===== config.mk =====
export PLATFORM = sky130hd
export DESIGN_NAME = acs_pm_unit_flat
export DESIGN_NICKNAME = d
export VERILOG_FILES = /design/src/rtl/viterbi_pkg.sv /design/src/rtl/acs_pm_unit_if.sv /design/src/rtl/acs_cell.sv /design/src/rtl/acs_pm_unit.sv /design/src/flat_wrapper.sv
export SDC_FILE = /design/constraint.sdc
export NUM_CORES = 1
export LEC_CHECK = 0
export BUFFER_PORTS_ARGS = -buffer_cell sky130_fd_sc_hd__buf_2
export CELL_PAD_IN_SITES_DETAIL_PLACEMENT = 0
export CELL_PAD_IN_SITES_GLOBAL_PLACEMENT = 1
export CORE_ASPECT_RATIO = 0.8
export CORE_UTILIZATION = 42
export CTS_CLUSTER_DIAMETER = 50
export CTS_CLUSTER_SIZE = 12
export DETAILED_ROUTE_END_ITERATION = 12
export PLACE_DENSITY = 0.86
export SYNTH_ARGS = -nofsm -noshare
export SYNTH_HDL_FRONTEND = slang
export SYNTH_HIERARCHICAL = 1
export SYNTH_SLANG_ARGS = --single-unit

===== constraint.sdc =====
create_clock -name clk -period 13.71 [get_ports clk]
set_input_delay 2.742 -clock clk [delete_from_list [all_inputs] [get_ports clk]]
set_output_delay 2.742 -clock clk [all_outputs]
set_load 0.02 [all_outputs]

===== src/rtl/viterbi_pkg.sv =====
// Shared types and trellis helpers for the 8-state (K=4) hard-decision Viterbi datapath.
package viterbi_pkg;

    localparam int NUM_STATES   = 8;
    localparam int PM_W_DFLT    = 8;
    localparam int PM_INIT_DFLT = 16;

    typedef logic [1:0]                 bm_t;
    typedef logic [PM_W_DFLT-1:0]       pm_t;
    typedef pm_t [NUM_STATES-1:0]       pm_vec_t;

    // Butterfly wiring: state i is reached from states 2i and 2i+1 (mod 8).
    function automatic int pred0(input int i);
        return (2 * i) % NUM_STATES;
    endfunction

    function automatic int pred1(input int i);
        return (2 * i + 1) % NUM_STATES;
    endfunction

    function automatic int init_pm(input int i, input int pm_init);
        return (i == 0) ? 0 : pm_init;
    endfunction

    localparam pm_vec_t INIT_VEC = {{(NUM_STATES-1){pm_t'(PM_INIT_DFLT)}}, pm_t'(0)};

endpackage


===== src/rtl/acs_pm_unit_if.sv =====
// Symbol-in / decision-out bundle of the ACS + path-metric stage.
interface acs_pm_unit_if
    import viterbi_pkg::*;
#(
    parameter int PM_W     = 8,
    parameter int TB_DEPTH = 64
);
    localparam int AW = $clog2(TB_DEPTH);

    logic                               in_valid;
    logic                               start;
    logic [4*NUM_STATES-1:0]            bm;
    logic                               out_valid;
    logic [NUM_STATES-1:0]              decision;
    logic [NUM_STATES-1:0][PM_W-1:0]    pm;
    logic [2:0]                         best_state;
    logic [AW-1:0]                      wr_addr;

    modport master (
        output in_valid, start, bm,
        input  out_valid, decision, pm, best_state, wr_addr
    );

    modport slave (
        input  in_valid, start, bm,
        output out_valid, decision, pm, best_state, wr_addr
    );

endinterface


===== src/rtl/acs_cell.sv =====
// Combinational add-compare-select for one trellis state; ties resolve to path_0.
module acs_cell
    import viterbi_pkg::*;
#(
    parameter int PM_W = 8
) (
    input  logic [PM_W-1:0] pm0,
    input  logic [PM_W-1:0] pm1,
    input  bm_t             bm0,
    input  bm_t             bm1,
    output logic [PM_W:0]   sum,
    output logic            dec
);

    logic [PM_W:0] c0;
    logic [PM_W:0] c1;

    assign c0  = {1'b0, pm0} + {{(PM_W-1){1'b0}}, bm0};
    assign c1  = {1'b0, pm1} + {{(PM_W-1){1'b0}}, bm1};
    assign dec = (c1 < c0);
    assign sum = dec ? c1 : c0;

endmodule


===== src/rtl/acs_pm_unit.sv =====
// 8-state ACS + path-metric register stage: normalizes metrics, picks the best state
// and stamps each decision column with its trace-back write address.
module acs_pm_unit
    import viterbi_pkg::*;
#(
    parameter int PM_W     = 8,
    parameter int TB_DEPTH = 64,
    parameter int PM_INIT  = 16
) (
    input  logic          clk,
    input  logic          rst_n,
    acs_pm_unit_if.slave  bus
);

    localparam int AW = $clog2(TB_DEPTH);

    typedef logic [NUM_STATES-1:0][PM_W-1:0] pmv_t;

    localparam logic [PM_W:0] HALF = {2'b01, {(PM_W-1){1'b0}}};

    function automatic pmv_t build_init();
        pmv_t v;
        for (int i = 0; i < NUM_STATES; i++) v[i] = PM_W'(init_pm(i, PM_INIT));
        return v;
    endfunction

    localparam pmv_t PM_INIT_V = build_init();

    pmv_t                            pm_q;
    pmv_t                            pm_src;
    pmv_t                            pm_new;
    logic [NUM_STATES-1:0][PM_W:0]   sum;
    logic [NUM_STATES-1:0]           dec;
    logic                            all_hi;
    logic [2:0]                      best;
    logic [PM_W-1:0]                 min_v;
    logic [AW-1:0]                   sym_addr;
    logic [AW-1:0]                   nxt_addr;

    logic                            vld_q;
    logic [NUM_STATES-1:0]           dec_q;
    logic [2:0]                      best_q;
    logic [AW-1:0]                   addr_q;

    // A start coincident with a symbol restarts the trellis for that very symbol.
    assign pm_src = bus.start ? PM_INIT_V : pm_q;

    generate
        for (genvar i = 0; i < NUM_STATES; i++) begin : g_acs
            acs_cell #(.PM_W(PM_W)) u_acs (
                .pm0 (pm_src[pred0(i)]),
                .pm1 (pm_src[pred1(i)]),
                .bm0 (bm_t'(bus.bm[4*i +: 2])),
                .bm1 (bm_t'(bus.bm[4*i+2 +: 2])),
                .sum (sum[i]),
                .dec (dec[i])
            );
        end
    endgenerate

    // Only rebase once the whole metric set has crossed the half-range mark.
    always_comb begin
        all_hi = 1'b1;
        for (int i = 0; i < NUM_STATES; i++) begin
            if (sum[i] < HALF) all_hi = 1'b0;
        end
        for (int i = 0; i < NUM_STATES; i++) begin
            pm_new[i] = all_hi ? PM_W'(sum[i] - HALF) : PM_W'(sum[i]);
        end
    end

    always_comb begin
        best  = '0;
        min_v = pm_new[0];
        for (int i = 1; i < NUM_STATES; i++) begin
            if (pm_new[i] < min_v) begin
                min_v = pm_new[i];
                best  = 3'(i);
            end
        end
    end

    assign sym_addr = bus.start ? '0 : nxt_addr;

    always_ff @(posedge clk or negedge rst_n) begin
        if (!rst_n) begin
            pm_q     <= PM_INIT_V;
            vld_q    <= 1'b0;
            dec_q    <= '0;
            best_q   <= '0;
            addr_q   <= '0;
            nxt_addr <= '0;
        end else begin
            vld_q <= bus.in_valid;
            if (bus.in_valid) begin
                pm_q     <= pm_new;
                dec_q    <= dec;
                best_q   <= best;
                addr_q   <= sym_addr;
                nxt_addr <= sym_addr + AW'(1);
            end else if (bus.start) begin
                pm_q     <= PM_INIT_V;
                nxt_addr <= '0;
            end
        end
    end

    assign bus.out_valid  = vld_q;
    assign bus.decision   = dec_q;
    assign bus.pm         = pm_q;
    assign bus.best_state = best_q;
    assign bus.wr_addr    = addr_q;

endmodule


===== src/flat_wrapper.sv =====
// flat-port wrapper written by rule: the top's interface ports become plain ports
module acs_pm_unit_flat import viterbi_pkg::*;
#(
    parameter int PM_W     = 8,
    parameter int TB_DEPTH = 64,
    parameter int PM_INIT  = 16
)
  (clk, rst_n, bus_in_valid, bus_start, bus_bm, bus_out_valid, bus_decision, bus_pm, bus_best_state, bus_wr_addr);
  acs_pm_unit_if #(.PM_W(PM_W), .TB_DEPTH(TB_DEPTH)) bus_i ();
  input  logic clk;
  input  logic rst_n;
  input wire logic [$bits(bus_i.in_valid)-1:0] bus_in_valid;
  input wire logic [$bits(bus_i.start)-1:0] bus_start;
  input wire logic [$bits(bus_i.bm)-1:0] bus_bm;
  output wire logic [$bits(bus_i.out_valid)-1:0] bus_out_valid;
  output wire logic [$bits(bus_i.decision)-1:0] bus_decision;
  output wire logic [$bits(bus_i.pm)-1:0] bus_pm;
  output wire logic [$bits(bus_i.best_state)-1:0] bus_best_state;
  output wire logic [$bits(bus_i.wr_addr)-1:0] bus_wr_addr;
  assign bus_i.in_valid = bus_in_valid;
  assign bus_i.start = bus_start;
  assign bus_i.bm = bus_bm;
  assign bus_out_valid = bus_i.out_valid;
  assign bus_decision = bus_i.decision;
  assign bus_pm = bus_i.pm;
  assign bus_best_state = bus_i.best_state;
  assign bus_wr_addr = bus_i.wr_addr;
  acs_pm_unit #(.PM_W(PM_W), .TB_DEPTH(TB_DEPTH), .PM_INIT(PM_INIT)) u_core (.clk(clk), .rst_n(rst_n), .bus(bus_i));
endmodule

### Word-level counts from Yosys, hierarchy flattened

Cells that the tools add are included.

| storage, ports and cells | value |
|---|---|
| output and inout bits | 82 |
| word-level logic and storage cells | 102 |
| input port bits | 36 |
| register bits | 88 |

| cells by class | value |
|---|---|
| $add $sub $neg | 25 |
| $lt $le $gt $ge | 23 |
| mux-type cells | 41 |

Operators by type and width:

| operator | count |
|---|---|
| $add A8 B2 Y9 | 16 |
| $mux W64 | 2 |
| $mux W8 | 14 |
| $lt A9 B8 Y1 const B | 8 |
| $lt A9 B9 Y1 | 8 |
| $mux W9 | 8 |
| $sub A8 B8 Y8 const B | 8 |
| $lt A8 B8 Y1 | 7 |
| $mux W3 | 4 |
| $mux W6 | 2 |
| $mux W1 | 9 |
| $add A6 B1 Y6 const B | 1 |
| $mux W2 | 2 |

### Longest topological paths before layout

| depth | value |
|---|---|
| depth in word-level cells | 28 |
| depth in mapped cells | 84 |
| mapped depth without buffers | 76 |

### Hierarchy

The synthesis kept the hierarchy.

By module, submodules not included:

| module | area each (µm²) | instances | seq. area each (µm²) | cells an instance |
|---|---|---|---|---|
| acs_pm_unit | 5928.2 | 1 | 2210.9 | 592 |
| acs_cell at u_core.g_acs[2].u_acs ... | 614.3 | 6 | 0.0 | 81 |
| acs_cell at u_core.g_acs[0].u_acs ... | 610.6 | 2 | 0.0 | 79 |

### Worst setup path before layout

OpenSTA, ideal clock, no wires.

| timing path | value |
|---|---|
| path kind | input to register |
| start | input bus_start |
| end | register u_core.best_q[2] (netlist: u_core/bus.best_state[2]) |
| arrival | 16.455 ns |
| path buffers | 8 |
| required time | 13.622 ns |
| slack | -2.833 ns |
| stages | 77 |
| setup time | 0.088 ns |
| cells stage by stage | clkbuf_1 -> clkbuf_1 -> nor2b_1 -> ha_1 -> fa_1 -> nand3_1 -> nor2_1 -> xnor2_1 -> inv_1 -> ha_1 -> a21oi_1 -> nor2_1 -> a211oi_1 -> o21ai_1 -> buf_6 -> mux2i_1 -> inv_1 -> ha_1 -> (+41 left out) -> nand2_1 -> mux2i_1 -> ha_1 -> a2111oi_0 -> nand2_1 -> a211oi_1 -> a211oi_4 -> mux2_4 -> ha_1 -> a21oi_1 -> nor2b_1 -> o21ai_0 -> o21ai_0 -> o21ai_0 -> and3_1 -> nand3_1 -> o311a_1 -> a41oi_1 |

RTL lines:

| what | line | source |
|---|---|---|
| from (decl) | flat_wrapper.sv:13 | `input wire logic [$bits(bus_i.start)-1:0] bus_start;` |
| to (signal assigned) | acs_pm_unit.sv:98 | `best_q <= best;` |
| to (decl) | acs_pm_unit.sv:42 | `logic [2:0] best_q;` |

==> flow_metrics.env <==
export IMPL_violations="setup timing"
export IMPL_cp_common_cell="ha_1"
export IMPL_crit_required_ns=13.95
export IMPL_yosysWarnings=6
export IMPL_synth_adder_area_share_pct=19.1
export IMPL_cts_tree="done"
export IMPL_dp_slack_ns=-2.04
export IMPL_synth_top_family_by_area="adder cells"
export IMPL_fp_row_count=52
export IMPL_wl_mm=38.3
export IMPL_yosysSeqAreaShare_pct=20.4
export IMPL_cpPeakStageDelay_ns=0.44
export IMPL_ctsHoldBuffers=0
export IMPL_maxCapViolCount=0
export IMPL_die_area_mm2=0.0264
export IMPL_worst_pin_slew_ns=0.986
export IMPL_ant_nets=0
export IMPL_antenna_found_initial=0
export IMPL_yosysTopAreaCellShare_pct=18.7
export IMPL_cts_root_buffer="clkbuf_16"
export IMPL_cts_clk_slew_worst_paths_ns=0.07
export IMPL_rsz0062_at_grt="yes"
export IMPL_ys_ff_latch=88
export IMPL_grt_ovfl_total=0
export IMPL_layout_common_cells="buf_4 (394), ha_1 (117), inv_1 (115)"
export IMPL_crit_arrival_ns=15.37
export IMPL_fin_ws_ns=-1.42
export IMPL_hold_class="flop to flop"
export IMPL_cp_start_kind="input pin"
export IMPL_syn_area_per_cell_um2=8.77
export IMPL_max_slew_margin_rel_pct=32.4
export IMPL_grt_pass1_wl_mm=59.0
export IMPL_drc_errors=0
export IMPL_detail_route_first_pass_iterations=6
export IMPL_netlist_area_mm2=0.0108
export IMPL_num_antenna_cells=0
export IMPL_synthDominantAreaCellType="dfrtp_1"
export IMPL_die_y_um=146
export IMPL_fin_crit_sh_pct=110
export IMPL_critPathBufInv=12
export IMPL_start_util_pct=42.8
export IMPL_slowest_stage="nor2b_1"
export IMPL_clock_sink_count=88
export IMPL_final_common_cell="buf_4"
export IMPL_synth_edf_count=0
export IMPL_drtIter0Drc=719
export IMPL_hold_viol=0
export IMPL_grtUsageTotal_pct=28.6
export IMPL_synthTopCellsByArea="dfrtp_1 (19%), ha_1 (16%), mux2_2 (7.7%)"
export IMPL_fmax_ghz=0.0661
export IMPL_gp_congestion=1.03
export IMPL_status="finished, violations left"
export IMPL_synth_compound_area_share_pct=10.9
export IMPL_async_reset_ff_share_pct=100
export IMPL_r2r_setup_slack_ns=0.64
export IMPL_via_count=11000
export IMPL_cts_path_max_buffers=2
export IMPL_layout_drive_gt1_share_pct=47.1
export IMPL_synth_mux_area_share_pct=17.3
export IMPL_fin_nets=1925
export IMPL_vias_per_cell=5.32
export IMPL_finClkSkew_ns=0.0101
export IMPL_clkLatencyLatePin_ns=0.37
export IMPL_area_growth_synth_to_final_pct=48.6
export IMPL_synth_xor_xnor_area_share_pct=8.97
export IMPL_wl_per_cell_um=18.5
export IMPL_synthDistinctLibCells=63
export IMPL_hpwl_mm=29.9
export IMPL_yosys_most_used_dff="dfrtp_1"
export IMPL_synth_simple_area_share_pct=17.2
export IMPL_syn_nets=1425
export IMPL_grt_pass1_vias=11100
export IMPL_crit_type="input pin to flop"
export IMPL_syn_inst=1236
export IMPL_io_buffers=117
export IMPL_htree_levels=3
export IMPL_cp_top_family="compound AO/OA/AOI/OAI gates"
export IMPL_io_pins=118
export IMPL_end_kind="flop"
export IMPL_fin_crit_ns=15.13
export IMPL_grt_max_degree=51
export IMPL_cts_buffers_inserted=9
export IMPL_drv_slew=0
export IMPL_crit_fanout=8
export IMPL_coreArea_mm2=0.0253
export IMPL_setup_viol=3
export IMPL_die_width_um=182
[logic make-up after synthesis]
kind of cell	Yosys count
XOR/XNOR	111
flip-flops	88
buffers and inverters	161
AND/OR/NAND/NOR	370
adder cells (fa/ha/maj)	156
multiplexers	169
AO/OA/AOI/OAI	181
[worst paths after layout]
check | cells past startpoint | start | to
worst max-delay path | 76 | bus_start | u_core/bus.best_state[2]$_DFFE_PN0P_
max in group asynchronous | 2 | rst_n | u_core/bus.pm[46]$_DFF_PN0_
worst max register to register | 76 | u_core/bus.pm[24]$_DFF_PN0_ | u_core/bus.best_state[2]$_DFFE_PN0P_
worst min register to register | 1 | u_core/bus.wr_addr[0]$_DFFE_PN0P_ | u_core/bus.wr_addr[0]$_DFFE_PN0P_
worst min-delay path | 1 | u_core/bus.wr_addr[0]$_DFFE_PN0P_ | u_core/bus.wr_addr[0]$_DFFE_PN0P_
min in group asynchronous | 1 | rst_n | u_core/bus.pm[1]$_DFF_PN0_
[synthesized netlist by cell type (5+ instances only)]
cell type    n
ha_1       137
inv_1      123
nand2_1     92
nor2_1      88
dfrtp_1     81
mux2i_1     79
mux2_2      74
nor2b_1     74
xor2_1      59
xnor2_1     52
a21oi_1     45
nand3_1     40
a21o_1      34
nand4_1     33
o21ai_0     26
clkbuf_1    18
fa_1        16
o21ai_1     16
mux2_4      14
a211oi_1    10
a31oi_1      9
nand2b_1     9
a21oi_2      8
buf_6        8
dfstp_2      7
or2_2        7
and3_1       6
inv_2        6
and4_1       5
nand3b_1     5
o21a_1       5
o22ai_1      5
[flip-flops by register name, indices dropped and copies added, names as in the netlist]
signal and count:
u_core/bus.decision 8, u_core/bus.wr_addr 6, u_core/nxt_addr 6, u_core/bus.out_valid 1, u_core/bus.best_state 3, u_core/bus.pm 64
[final cells by class]
type                            count  area [µm²]
Tap cell                          324         405
Inverter                          129         484
Multi-Input combinational cell    990        9000
Sequential cell                    88        2210
Timing Repair Buffer              518        3710
Fill cell                        2038        9210
Clock buffer                       10         229
Clock inverter                      6        66.3
[metrics by stage]
| step | cells | utilization, % | cell area [µm²] | hold slack, ns | TNS, ns |
|---|---|---|---|---|---|
| floorplan | 1236 | - | 11200 | 0.497 | -3.92 |
| global placement | 2012 | 58.1 | 14700 | 0.484 | -4.82 |
| detailed placement | 2012 | 58.1 | 14700 | 0.492 | -6.02 |
| CTS | 2055 | 61.8 | 15600 | 0.507 | -3.17 |
| global route | 2065 | 63.6 | 16100 | 0.520 | -5.97 |
| finish | 2065 | 63.6 | 16100 | 0.503 | -4.17 |
[metal layers]
layer	wire, µm	vias to the layer above	share of wire (%)	track usage, %
met1	17500	5240	46	40.0
met5	0	-	0	0
met3	2760	62	7.2	5.38
met4	899	0	2.3	9.28
li1	-	5303	-	-
met2	17100	391	45	44.4
[what timing repair did]
item / CTS / global route
resized for setup: 76 / 89
pin swaps: 30 / 35
gates cloned: 4 / 0
setup endpoints to repair: 3 / 3
setup buffers: 23 / 11
Power is not shown: default switching activity piles up to over one toggle a cycle in this logic, so the estimate is an artifact.
